$ cat config.mk
export PLATFORM = sky130hd
export DESIGN_NAME = instr_queue_p
export DESIGN_NICKNAME = d
export VERILOG_FILES = /design/src/rtl/instr_queue_p.sv
export SDC_FILE = /design/constraint.sdc
export NUM_CORES = 1
export LEC_CHECK = 0
export ABC_CLOCK_PERIOD_IN_PS = 4200
export CORE_MARGIN = 2
export CORE_UTILIZATION = 56
export CTS_CLUSTER_DIAMETER = 30
export DETAILED_ROUTE_END_ITERATION = 12
export MAX_ROUTING_LAYER = met4
export PLACE_DENSITY = 0.79
export SETUP_SLACK_MARGIN = 0.1
export SLEW_MARGIN = 20
export SYNTH_ARGS = -nofsm -noshare
export SYNTH_HDL_FRONTEND = slang
export SYNTH_SLANG_ARGS = --single-unit
$ cat constraint.sdc
create_clock -name CLK -period 4.2 [get_ports CLK]
set_clock_uncertainty 0.15 [all_clocks]
set_input_delay 0.63 -clock CLK [delete_from_list [all_inputs] [get_ports CLK]]
set_output_delay 0.63 -clock CLK [all_outputs]
set_load 0.03 [all_outputs]
$ cat src/rtl/instr_queue_p.sv
// instr_queue_p: circular instruction queue between fetch and Tomasulo issue.
// Supports simultaneous push/pop, occupancy count, almost-full warning,
// flush for branch recovery, and sticky overflow/underflow error flags.
module instr_queue_p #(
    parameter int DATA_W   = 16,
    parameter int DEPTH    = 8,
    parameter int AF_LEVEL = DEPTH - 2
) (
    input  logic                      CLK,
    input  logic                      CLR,
    input  logic                      flush,
    input  logic                      adc,
    input  logic                      rtr,
    input  logic [DATA_W-1:0]         instrIn,
    output logic [DATA_W-1:0]         instrOut,
    output logic                      outValid,
    output logic [DATA_W-1:0]         instrHead,
    output logic [$clog2(DEPTH):0]    ocup,
    output logic                      cheio,
    output logic                      vazio,
    output logic                      quase_cheio,
    output logic                      ovf,
    output logic                      udf
);

    localparam int PTR_W  = $clog2(DEPTH);
    localparam int OCUP_W = PTR_W + 1;

    logic [DATA_W-1:0] mem [DEPTH];
    logic [PTR_W-1:0]  frente;
    logic [PTR_W-1:0]  tras;
    logic              rtr_ok;
    logic              push_ok;
    logic              active;

    // Status flags come only from the occupancy counter, so a full queue and
    // an empty queue are never confused when the pointers coincide.
    always_comb begin
        cheio       = (ocup == OCUP_W'(DEPTH));
        vazio       = (ocup == '0);
        quase_cheio = (ocup >= OCUP_W'(AF_LEVEL));
        instrHead   = vazio ? '0 : mem[frente];
    end

    // Accept logic: a pop frees a slot, so a full queue may still take a push
    // in the same cycle; reset and flush suppress both requests.
    always_comb begin
        active  = CLR && !flush;
        rtr_ok  = active && rtr && !vazio;
        push_ok = active && adc && (!cheio || rtr_ok);
    end

    // Storage array is written without reset so stale entries may remain.
    always_ff @(posedge CLK) begin
        if (push_ok)
            mem[tras] <= instrIn;
    end

    // Pointers, occupancy, output register and sticky error flags.
    always_ff @(posedge CLK) begin
        if (!CLR) begin
            frente   <= '0;
            tras     <= '0;
            ocup     <= '0;
            instrOut <= '0;
            outValid <= 1'b0;
            ovf      <= 1'b0;
            udf      <= 1'b0;
        end else if (flush) begin
            frente   <= '0;
            tras     <= '0;
            ocup     <= '0;
            outValid <= 1'b0;
        end else begin
            outValid <= rtr_ok;
            if (rtr_ok) begin
                instrOut <= mem[frente];
                frente   <= frente + 1'b1;
            end
            if (push_ok)
                tras <= tras + 1'b1;
            case ({push_ok, rtr_ok})
                2'b10:   ocup <= ocup + 1'b1;
                2'b01:   ocup <= ocup - 1'b1;
                default: ocup <= ocup;
            endcase
            if (adc && cheio && !rtr_ok)
                ovf <= 1'b1;
            if (rtr && vazio)
                udf <= 1'b1;
        end
    end

endmodule
# [Yosys cells after proc, flatten, opt, wreduce, memory -nomap -nowiden]
# Memories as Yosys holds them, arrays and structs flattened. A register that Yosys moved wholly into a read port is not among the register bits.
# Cells that the tools add are included.
[op_classes] n_addsub=4 n_lt_le_gt_ge=1 n_eq_ne=3 muxes=6 bitwise=2 n_reduce_logical=19
[op_table] op="16-bit 2-to-1 mux" n=1
[op_table] op="1-bit logical AND" n=8
[op_table] op="4-bit one-hot mux with 2 select lines" n=1
[op_table] op="3-bit by 1-bit adder with 3-bit output, second input constant" n=2
[op_table] op="3-bit 2-to-1 mux" n=2
[op_table] op="2-bit AND reduction" n=3
[op_table] op="4-bit by 1-bit adder with 4-bit output, second input constant" n=1
[op_table] op="4-bit equality test, second input constant" n=1
[op_table] op="4-bit by 3-bit >= comparator with 1-bit output, second input constant" n=1
[op_table] op="1-bit zero test" n=4
[op_table] op="4-bit zero test" n=1
[op_table] op="4-bit by 1-bit subtractor with 4-bit output, second input constant" n=1
[op_table] op="2-bit by 1-bit equality test with 1-bit output, second input constant" n=1
[op_table] op="2-bit equality test, second input constant" n=1
[op_table] op="1-bit 2-to-1 mux" n=2
[op_table] op="1-bit inverter" n=2
[op_table] op="2-bit nonzero test" n=1
[op_table] op="2-bit OR reduction" n=1
[op_table] op="1-bit logical OR" n=1
[totals] ff_bits=29 mem_bits_rw=128 in_bits=21 output_inout_bits=42 word_cells=43 memories=1
[mem_list] name="mem" words=8 width=16 read_ports=1 rd_clocked_by_memory_dff=1 write_ports=1 line_no="29" text="logic [DATA_W-1:0] mem [DEPTH];"

# [Depth between registers and ports, before layout]
# Gate-level depths: netlist (run 1).
[logic_depth] word_depth=8 ltp_mapped=11 ltp_nobuf=9

# [Worst setup path after synthesis (run 1)]
# Ideal clock, no wire load.
[synth_timing] path_type="in2reg" from="input port adc" to="memory mem[0][0] (enable)" arrival_ps=2696 t_required_ps=3641 setup_slack_ps=944 cell_stages=5 n_path_buf=1 path_cell_list="clkbuf_1 nand3b_1 o21bai_1 or2_2 nor3_1"
[synth_between] elab_chain_cells=4
[synth_rtl] element="from (decl)" line_no="12" text="input logic adc,"
[synth_rtl] element="1-bit logical AND (2 in series)" line_no="50" text="push_ok = active && adc && (!cheio || rtr_ok);"
[synth_rtl] element="1-bit 2-to-1 mux" line_no="55" text="if (push_ok)"
[synth_rtl] element="1-bit 2-to-1 mux (not written as such)" line_no="56" text="mem[tras] <= instrIn;"
[synth_rtl] element="to (decl)" line_no="29"
# No other way between the ends.

==> results of run 1 <==
[worst paths after layout]
| check | from | end |
|---|---|---|
| hold / removal | frente[2]$_SDFFE_PP0P_ | flip-flop |
| setup / recovery | flip-flop | instrHead[0] |
| hold reg to reg | frente[2]$_SDFFE_PP0P_ | flip-flop |
| setup reg to reg | ocup[3]$_SDFFE_PP0P_ | ocup[3]$_SDFFE_PP0P_ |
[worst reg2reg max path, cell delays in order (launching register included)]
cell       delay [ns]
dfxtp_1          0.38
or4_4            0.58
and3_4           0.31
nand2b_1         0.16
inv_1            0.07
ha_1             0.32
a21oi_1          0.21
a2111oi_0        0.14
a311oi_1         0.30
nand3_1          0.12
[power by group]
part / internal (mW) / switching [mW]
clock network: 0.856 / 0.553
logic: 0.0609 / 0.0886
registers: 1.72 / 0.00676
[per-layer routing]
layer	vias up	wire (µm)	GRT usage
met1	1728	4950	0.294
met2	125	6450	0.373
li1	1539	-	-
met3	12	680	0.0544
met4	0	129	0.0759
met5	-	0	-
[cell usage after synthesis, types with 2 or more instances]
cell	n	area share
a2111oi_0	2	0.0028
a21oi_1	18	0.015
buf_2	7	0.0056
clkbuf_1	11	0.0067
dfxtp_1	32	0.10
edfxtp_1	128	0.62
ha_1	4	0.0081
inv_1	5	0.0030
mux2i_1	20	0.032
mux4_2	32	0.12
nand2_1	6	0.0036
nand2b_1	5	0.0050
nand3_1	4	0.0032
nor2_1	27	0.016
nor2b_1	2	0.0020
nor3_1	2	0.0016
o21ai_0	17	0.014
o31ai_1	4	0.0048
xnor2_1	2	0.0028
[metrics by stage]
step / util / total power, mW
after detailed placement: 0.650 / 1.91
after global placement: 0.650 / 1.90
after global routing: 0.700 / 3.39
final: 0.700 / 3.29
after floorplan: - / 1.83
after CTS: 0.700 / 3.31
[sequential cells by signal (all words and copies together) (netlist names), named ones only]
name	count
mem	128
ocup	4
outValid	1
ovf	1
tras	3
udf	1
instrOut	16
frente	3
[cells by family (layout without fill, tap and decap cells)]
group                    count (synthesis)  in the layout  share of synthesized area
flip-flops                             160            160                      0.723
AO/OA/AOI/OAI                           49             49                     0.0478
AND/OR/NAND/NOR                         56             56                     0.0470
XOR/XNOR                                 3              3                    0.00424
multiplexers                            52             52                      0.148
adder cells (fa/ha/maj)                  5              5                     0.0113
buffers and inverters                   26            114                     0.0184
[area by class of cell]
cell class / count / area (µm²) / share of cell area
Sequential cell: 160 / 4490 / 0.591
Multi-Input combinational cell: 165 / 1620 / 0.213
Timing Repair Buffer: 76 / 751 / 0.0989
Clock buffer: 24 / 450 / 0.0593
Inverter: 6 / 22.5 / 0.00297
Tap cell: 140 / 175 / 0.0231
Clock inverter: 8 / 92.6 / 0.0122
==> metrics.md, run 1 <==
| Metric | Value |
|---|---|
| Data required time of the worst path | 3.42 ns |
| CP Launch Type | flip-flop |
| Nature of the critical path endpoint | output pin |
| Leakage power | 2.47 nW |
| Final Net Count | 452 |
| Fin area | 7590 µm² |
| Antenna violations before repair | 0 |
| Status | finished, final reports clean |
| Levels on crit path | 5 |
| RSZ-0062 raised after global routing | no |
| Hold buffers post-CTS | 0 |
| Die W | 109 µm |
| Power Density | 433 nW/µm² |
| Crit-path cells | buf_4 > mux4_2 > mux2i_1 > nor2_1 > clkdlybuf4s50_1 |
| Min-delay worst type | reg -> reg |
| Netlist cell types | 42 |
| DR WL/cell | 21.1 µm |
| Root Buffer | clkbuf_8 |
| DRC viols | 0 |
| DP Wirelength | 7520 µm |
| Core area | 10800 µm² |
| Max transition margin | 0.443 |
| H-Tree Depth | 4 |
| YS warnings | 0 |
| Asr flop ratio synth | 0 |
| Fillers | 688 |
| Area Overhead vs Synth | 22.4% |
| CP delay by family, top | buffers and inverters |
| CTS tree | done |
| Cells after DPL | 547 |
| FF-to-FF path depth | 9 |
| Syn_nets | 377 |
| Worst Setup Slack, final | 0.431 ns |
| Slowest CP cell | dfxtp_1 |
| GR Overflow Total | 0 |
| TNS Setup | 0 ns |
| Die area | 11900 µm² |
| Clock transition at path regs | 0.06 ns |
| Post_cts resized | 0 |
| Drt total wl | 12200 µm |
| Routed vias | 3404 |
| Most frequent cells in the layout | edfxtp_1 (128), clkdlybuf4s50_1 (62), mux4_2 (32), dfxtp_1 (31), nor2_1 (27) |
| Max VDD drop | 0.284 mV |
| Die Y | 109 µm |
| GRT Overall Usage | 0.231 |
| Synthesized cell area | 6200 µm² |
| Placement Setup Slack | 0.807 ns |
| Largest net degree at the start of global routing | 40 |
| Setup Viol. Count Final | 0 |
| Count of pins over their slew limit | 0 |
| Setup bufs post-CTS | 0 |
| Inserted Clock Buffers | 17 |
| Register area share after synthesis | 0.723 |
| Hold depth | 1 |
| DP Area | 7050 µm² |
| # rows | 38 |
| Syn_area_per_cell | 17.7 µm² |
| CTS Buffer Depth | 2 |
| DRT iter0 DRCs | 292 |
| Least-Margin Pin Slew | 0.834 ns |
| First-pass GRT wire length | 18800 µm |
| Worst path arrival time | 2.99 ns |
| Primary FF master, synth | edfxtp_1 |
| Vias in the first global route | 3385 |
| Starting density of the core | 0.572 |
| Post-synth EDFFs | 128 |
| Vias/cell | 5.88 |
| Buf/Inv on CP | 2 |
| Top fanout value on the critical path | 16 |
| Period utilization | 0.897 |
| First-pass DRT Iterations | 4 |
| #FFs+latches synth | 160 |
| Crit path largest cell delay | 0.83 ns |
| Worst skew pair latency | 0.52 ns |
| Final hold slack | 0.322 ns |
| Final Hold Fails | 0 |
| Clock net sink count | 160 |
| Reg2reg setup slack | 1.33 ns |
| Share of layout cells above drive strength 1 | 0.185 |
| Max Freq | 265 MHz |
| Finished Layout Cells | 579 |
| Routed Antenna Nets | 0 |
| Setup CP Type | reg -> out |
| Number of I/O port buffers | 62 |
| Mapped Cells | 351 |
| Ant diodes | 0 |
| Maxcap violations | 0 |
| I/O pins | 63 |
| Most common cell after layout, fill and taps aside | edfxtp_1 |
| Final min period | 3.77 ns |
| RePlAce Congestion | 0.811 |
No activity file was read; power rests on OpenSTA's default activity.
==> run 2: changes to the inputs <==
--- a/config.mk
+++ b/config.mk
@@ -5,13 +5,13 @@
 export SDC_FILE = /design/constraint.sdc
 export NUM_CORES = 1
 export LEC_CHECK = 0
-export ABC_CLOCK_PERIOD_IN_PS = 4200
+export ABC_CLOCK_PERIOD_IN_PS = 3170
 export CORE_MARGIN = 2
-export CORE_UTILIZATION = 56
+export CORE_UTILIZATION = 51
 export CTS_CLUSTER_DIAMETER = 30
 export DETAILED_ROUTE_END_ITERATION = 12
 export MAX_ROUTING_LAYER = met4
-export PLACE_DENSITY = 0.79
+export PLACE_DENSITY = 0.76
 export SETUP_SLACK_MARGIN = 0.1
 export SLEW_MARGIN = 20
 export SYNTH_ARGS = -nofsm -noshare
==> constraint.sdc (replaced) <==
create_clock -name CLK -period 3.17 [get_ports CLK]
set_clock_uncertainty 0.15 [all_clocks]
set_input_delay 0.4755 -clock CLK [delete_from_list [all_inputs] [get_ports CLK]]
set_output_delay 0.4755 -clock CLK [all_outputs]
set_load 0.03 [all_outputs]
==> metrics.md, run 2 (synthesis results as in run 1) <==
| Metric | Value |
|---|---|
| Antenna violations before repair | 0 |
| Finished Core Util | 0.645 |
| Leakage power | 2.65 nW |
| RePlAce Congestion | 0.799 |
| Nature of the critical path endpoint | output pin |
| H-Tree Depth | 4 |
| Regs by FF count | mem (128), instrOut (16), ocup (4) |
| Count of pins over their slew limit | 0 |
| Maxcap violations | 0 |
| Seq pwr share | 0.517 |
| TNS Setup | 0 ns |
| Crit path largest cell delay | 0.73 ns |
| First-pass DRT Iterations | 4 |
| GRT Overall Usage | 0.210 |
| Crit-path cells | or4_4 > clkinv_2 > clkdlybuf4s50_1 |
| Worst Setup Slack, final | 0.190 ns |
| Routed vias | 3362 |
| Setup CP Type | reg -> out |
| Max transition margin | 0.675 |
| I/O pins | 63 |
| Ant diodes | 0 |
| P_int | 3.46 mW |
| Top fanout value on the critical path | 18 |
| Inserted Clock Buffers | 17 |
| Most frequent cells in the layout | edfxtp_1 (128), clkdlybuf4s50_1 (46), mux4_2 (32), dfxtp_1 (31), nor2_1 (27) |
| Worst skew pair latency | 0.41 ns |
| RSZ-0062 raised after global routing | no |
| Final min period | 2.98 ns |
| # rows | 40 |
| Finished Layout Cells | 597 |
| Met3 Resource Use GR | 0.0593 |
| Combinational group share of total power | 0.044 |
| Status | finished, final reports clean |
| Most common cell after layout, fill and taps aside | edfxtp_1 |
| CP delay by family, top | buffers and inverters |
| Period utilization | 0.940 |
| Clock transition at path regs | 0.06 ns |
| Data required time of the worst path | 2.54 ns |
| Max VDD drop | 0.413 mV |
| Routed Antenna Nets | 0 |
| Buf/Inv on CP | 2 |
| DP Wirelength | 7810 µm |
| Drt total wl | 12300 µm |
| Clock net sink count | 160 |
| Share of power burned in the clock network | 0.439 |
| Reg with most FFs | mem |
| Final Power | 4.42 mW |
| Share of layout cells above drive strength 1 | 0.224 |
| DR WL/cell | 20.6 µm |
| Met1 GRT Util | 0.268 |
| NetSw | 0.965 mW |
| Setup bufs post-CTS | 0 |
| CP Launch Type | flip-flop |
| Starting density of the core | 0.519 |
| Max Freq | 336 MHz |
| Switch share | 0.218 |
| Number of I/O port buffers | 62 |
| Die area | 13100 µm² |
| Area Overhead vs Synth | 24.4% |
| DRT iter0 DRCs | 206 |
| Vias/cell | 5.63 |
| CTS tree | done |
| Met2 usage | 0.331 |
| GR Overflow Total | 0 |
| Slowest CP cell | clkdlybuf4s50_1 |
| Placement Setup Slack | 0.361 ns |
| DRC viols | 0 |
| Die W | 114 µm |
| CTS Buffer Depth | 2 |
| Root Buffer | clkbuf_16 |
| Worst path arrival time | 2.35 ns |
| Die Y | 114 µm |
| Setup Viol. Count Final | 0 |
| Least-Margin Pin Slew | 0.487 ns |
| First-pass GRT wire length | 19200 µm |
| Final Hold Fails | 0 |
| Core area | 12000 µm² |
| Largest register FFs | 128 |
| Final Net Count | 463 |
| GR peak layer | met2 |
| Largest net degree at the start of global routing | 39 |
| Vias in the first global route | 3460 |
| Power Density | 573 nW/µm² |
| Cells after DPL | 565 |
| Min-delay worst type | reg -> reg |
run 2: cell count changes in the layout (fill, tap and decap cells not counted), moves of 4 or more:
cell / delta
clkdlybuf4s50_1: -16
inv_6: +7
dlygate4sd2_1: +13
clkinv_2: -4
clkbuf_1: -6
buf_4: +11
run 2: cell type report:
class | instances | area [µm²]
Clock inverter | 15 | 148
Timing Repair Buffer | 87 | 825
Tap cell | 147 | 184
Clock buffer | 17 | 425
Multi-Input combinational cell | 165 | 1630
Sequential cell | 160 | 4490
Fill cell | 810 | 4240
Inverter | 6 | 23.8
run 2: timing repair:
item | 4_1_cts | 5_1_grt
gates resized for setup | 17 | 3
setup endpoints to repair | 17 | 3
pin swaps | 0 | 0
hold endpoints to repair | 0 | 0
hold buffers | 0 | 0
run 2: power by group through the flow:
stage	sequential, mW	combinational, mW	clock, mW
3_3_place_gp	2.33	0.198	0
3_5_place_dp	2.33	0.202	0
4_1_cts	2.29	0.197	1.97
5_1_grt	2.29	0.210	2.06
2_1_floorplan	2.34	0.0843	0
6_report	2.29	0.196	1.94
run 2: final timing paths:
| kind | from | end | slack (ns) | depth (start not counted) |
|---|---|---|---|---|
| worst max-delay path | ocup[3]$_SDFFE_PP0P_ | vazio | 0.19 | 3 |
| worst min-delay path | frente[2]$_SDFFE_PP0P_ | flip-flop | 0.30 | 1 |
| worst max register to register | ocup[3]$_SDFFE_PP0P_ | ocup[3]$_SDFFE_PP0P_ | 0.49 | 9 |
| worst min register to register | frente[2]$_SDFFE_PP0P_ | flip-flop | 0.30 | 1 |
run 2: layer usage:
metal	wire (µm)	vias up	share of wire
met4	152	0	0.012
li1	-	1558	-
met5	0	-	0
met2	6270	107	0.51
met3	688	15	0.056
met1	5180	1682	0.42
run 2: per-stage QoR:
| step | area, µm² | hold slack (ns) |
|---|---|---|
| floorplan | 6210 | 0.277 |
| global placement | 7140 | 0.295 |
| detailed placement | 7140 | 0.296 |
| CTS | 7710 | 0.307 |
| global route | 7720 | 0.343 |
| finish | 7720 | 0.304 |
==> run 3: changes to the inputs <==
--- a/config.mk
+++ b/config.mk
@@ -13,6 +13,7 @@
 export MAX_ROUTING_LAYER = met4
 export PLACE_DENSITY = 0.76
 export SETUP_SLACK_MARGIN = 0.1
+export SKIP_LAST_GASP = 1
 export SLEW_MARGIN = 20
 export SYNTH_ARGS = -nofsm -noshare
 export SYNTH_HDL_FRONTEND = slang
==> constraint.sdc (replaced) <==
create_clock -name CLK -period 3.17 [get_ports CLK]
set_clock_uncertainty 0.15 [all_clocks]
set_input_delay 0.951 -clock CLK [delete_from_list [all_inputs] [get_ports CLK]]
set_output_delay 0.951 -clock CLK [all_outputs]
set_load 0.03 [all_outputs]
==> metrics.md, run 3 (synthesis results as in run 1) <==
| Metric | Value |
|---|---|
| RSZ-0062 raised after global routing | yes |
| Routed Antenna Nets | 0 |
| Final min period | 3.17 ns |
| Setup CP Type | reg -> out |
| Most frequent cells in the layout | edfxtp_1 (128), buf_4 (53), clkdlybuf4s50_1 (44), mux4_2 (32), dfxtp_1 (31) |
| Max Freq | 315 MHz |
| Vias in the first global route | 3705 |
| Nature of the critical path endpoint | output pin |
| Min-delay worst type | reg -> reg |
| Power Density | 569 nW/µm² |
| Root Buffer | clkbuf_16 |
| Number of I/O port buffers | 62 |
| Area Overhead vs Synth | 29.7% |
| Crit path largest cell delay | 0.54 ns |
| Final Net Count | 485 |
| Worst Setup Slack, final | -0.00383 ns |
| Final Hold Fails | 0 |
| Status | finished, violations left |
| Antenna violations before repair | 0 |
| Max transition margin | 0.663 |
| Fillers | 782 |
| Finished Layout Cells | 619 |
| Largest register FFs | 128 |
| Period utilization | 1.00 |
| Core area | 12000 µm² |
| Max VDD drop | 0.450 mV |
| DR WL/cell | 21.2 µm |
| Final hold slack | 0.315 ns |
| H-Tree Depth | 4 |
| CTS tree | done |
| Maxcap violations | 0 |
| Inserted Clock Buffers | 17 |
| RePlAce Congestion | 0.831 |
| Vias/cell | 5.84 |
| DRT iter0 DRCs | 252 |
| Die Y | 114 µm |
| Leakage power | 2.75 nW |
| Die area | 13100 µm² |
| Regs by FF count | mem (128), instrOut (16), ocup (4) |
| Clock transition at path regs | 0.06 ns |
| CTS Buffer Depth | 2 |
| Failing checks | negative setup slack |
| DP Wirelength | 7650 µm |
| Largest net degree at the start of global routing | 39 |
| GRT Overall Usage | 0.220 |
| Drt total wl | 13100 µm |
| First-pass DRT Iterations | 5 |
| I/O pins | 63 |
| CP Launch Type | flip-flop |
| Setup Viol. Count Final | 1 |
| Clock net sink count | 160 |
| Die W | 114 µm |
| Share of layout cells above drive strength 1 | 0.303 |
| Data required time of the worst path | 2.07 ns |
| GR Overflow Total | 0 |
| Reg with most FFs | mem |
| # rows | 40 |
| Worst path arrival time | 2.07 ns |
| Top fanout value on the critical path | 5 |
| Hold buffers post-CTS | 0 |
| Routed vias | 3615 |
| Ant diodes | 0 |
| Crit-path cells | buf_6 > buf_16 > mux4_2 > mux2i_4 > nor2_1 > buf_4 |
| Count of pins over their slew limit | 0 |
| Least-Margin Pin Slew | 0.505 ns |
| Most common cell after layout, fill and taps aside | edfxtp_1 |
| Starting density of the core | 0.519 |
| Cells after DPL | 570 |
| Worst skew pair latency | 0.42 ns |
| DRC viols | 0 |
| Finished Core Util | 0.672 |
| First-pass GRT wire length | 20100 µm |
| Slowest CP cell | mux4_2 |
-- run 3: changes by cell type in the layout (fill, tap and decap cells not counted), sizes merged --
cell           before  now
buf                25   63
bufinv              1    2
clkbuf             17   23
clkdlybuf4s50      46   44
clkinv              5    7
clkinvlp            2    1
dlygate4sd2        13    2
dlymetal6s2s        3    0
inv                13    5
-- run 3: where the power goes --
part           switching [mW]  internal, mW
sequential            0.00828          2.28
combinational           0.125        0.0905
clock                   0.767          1.31
-- run 3: per-layer routing --
layer	vias up	track usage	wire, µm
met4	0	0.0789	209
met1	1872	0.270	5450
met5	-	-	0
met2	119	0.362	6850
met3	21	0.0529	631
li1	1603	-	-
-- run 3: final timing paths --
check / end / slack [ns] / cells after the start / start
worst max-delay path: instrHead[9] / -0.004 / 6 / flip-flop
worst min register to register: flip-flop / 0.31 / 1 / frente[2]$_SDFFE_PP0P_
worst max register to register: instrOut[10]$_SDFFE_PN0P_ / 0.50 / 15 / flip-flop
worst min-delay path: flip-flop / 0.31 / 1 / frente[2]$_SDFFE_PP0P_
-- run 3: layout make-up --
type	instances	area, µm²	area share
Clock buffer	23	520	0.0647
Clock inverter	9	101	0.0126
Inverter	6	22.5	0.00280
Multi-Input combinational cell	165	1680	0.209
Sequential cell	160	4490	0.558
Tap cell	147	184	0.0229
Timing Repair Buffer	109	1050	0.130
-- run 3: stage by stage --
stage / setup slack, ns / total power, mW / area (µm²) / TNS, ns
4_1_cts: -0.0101 / 4.61 / 8020 / -0.0181
2_1_floorplan: 0.0324 / 2.43 / 6220 / 0
6_report: -0.00383 / 4.58 / 8040 / -0.00383
5_1_grt: -0.0589 / 4.71 / 8040 / -0.497
3_5_place_dp: -0.0307 / 2.53 / 7180 / -0.0307
3_3_place_gp: 0.0483 / 2.53 / 7180 / 0
-- run 3: worst max-delay path, delay by kind of cell, from the launching register on --
kind | cells | cell delay, ns
flops | 1 | 0.39
buf+inv | 3 | 0.45
simple gates | 1 | 0.06
mux | 2 | 0.76
-- run 3: what timing repair did --
item,CTS,global route
setup buffers,14,1
endpoints found under the setup margin,18,16
pin swaps,1,1
gates resized for setup,16,4
gates cloned,2,0
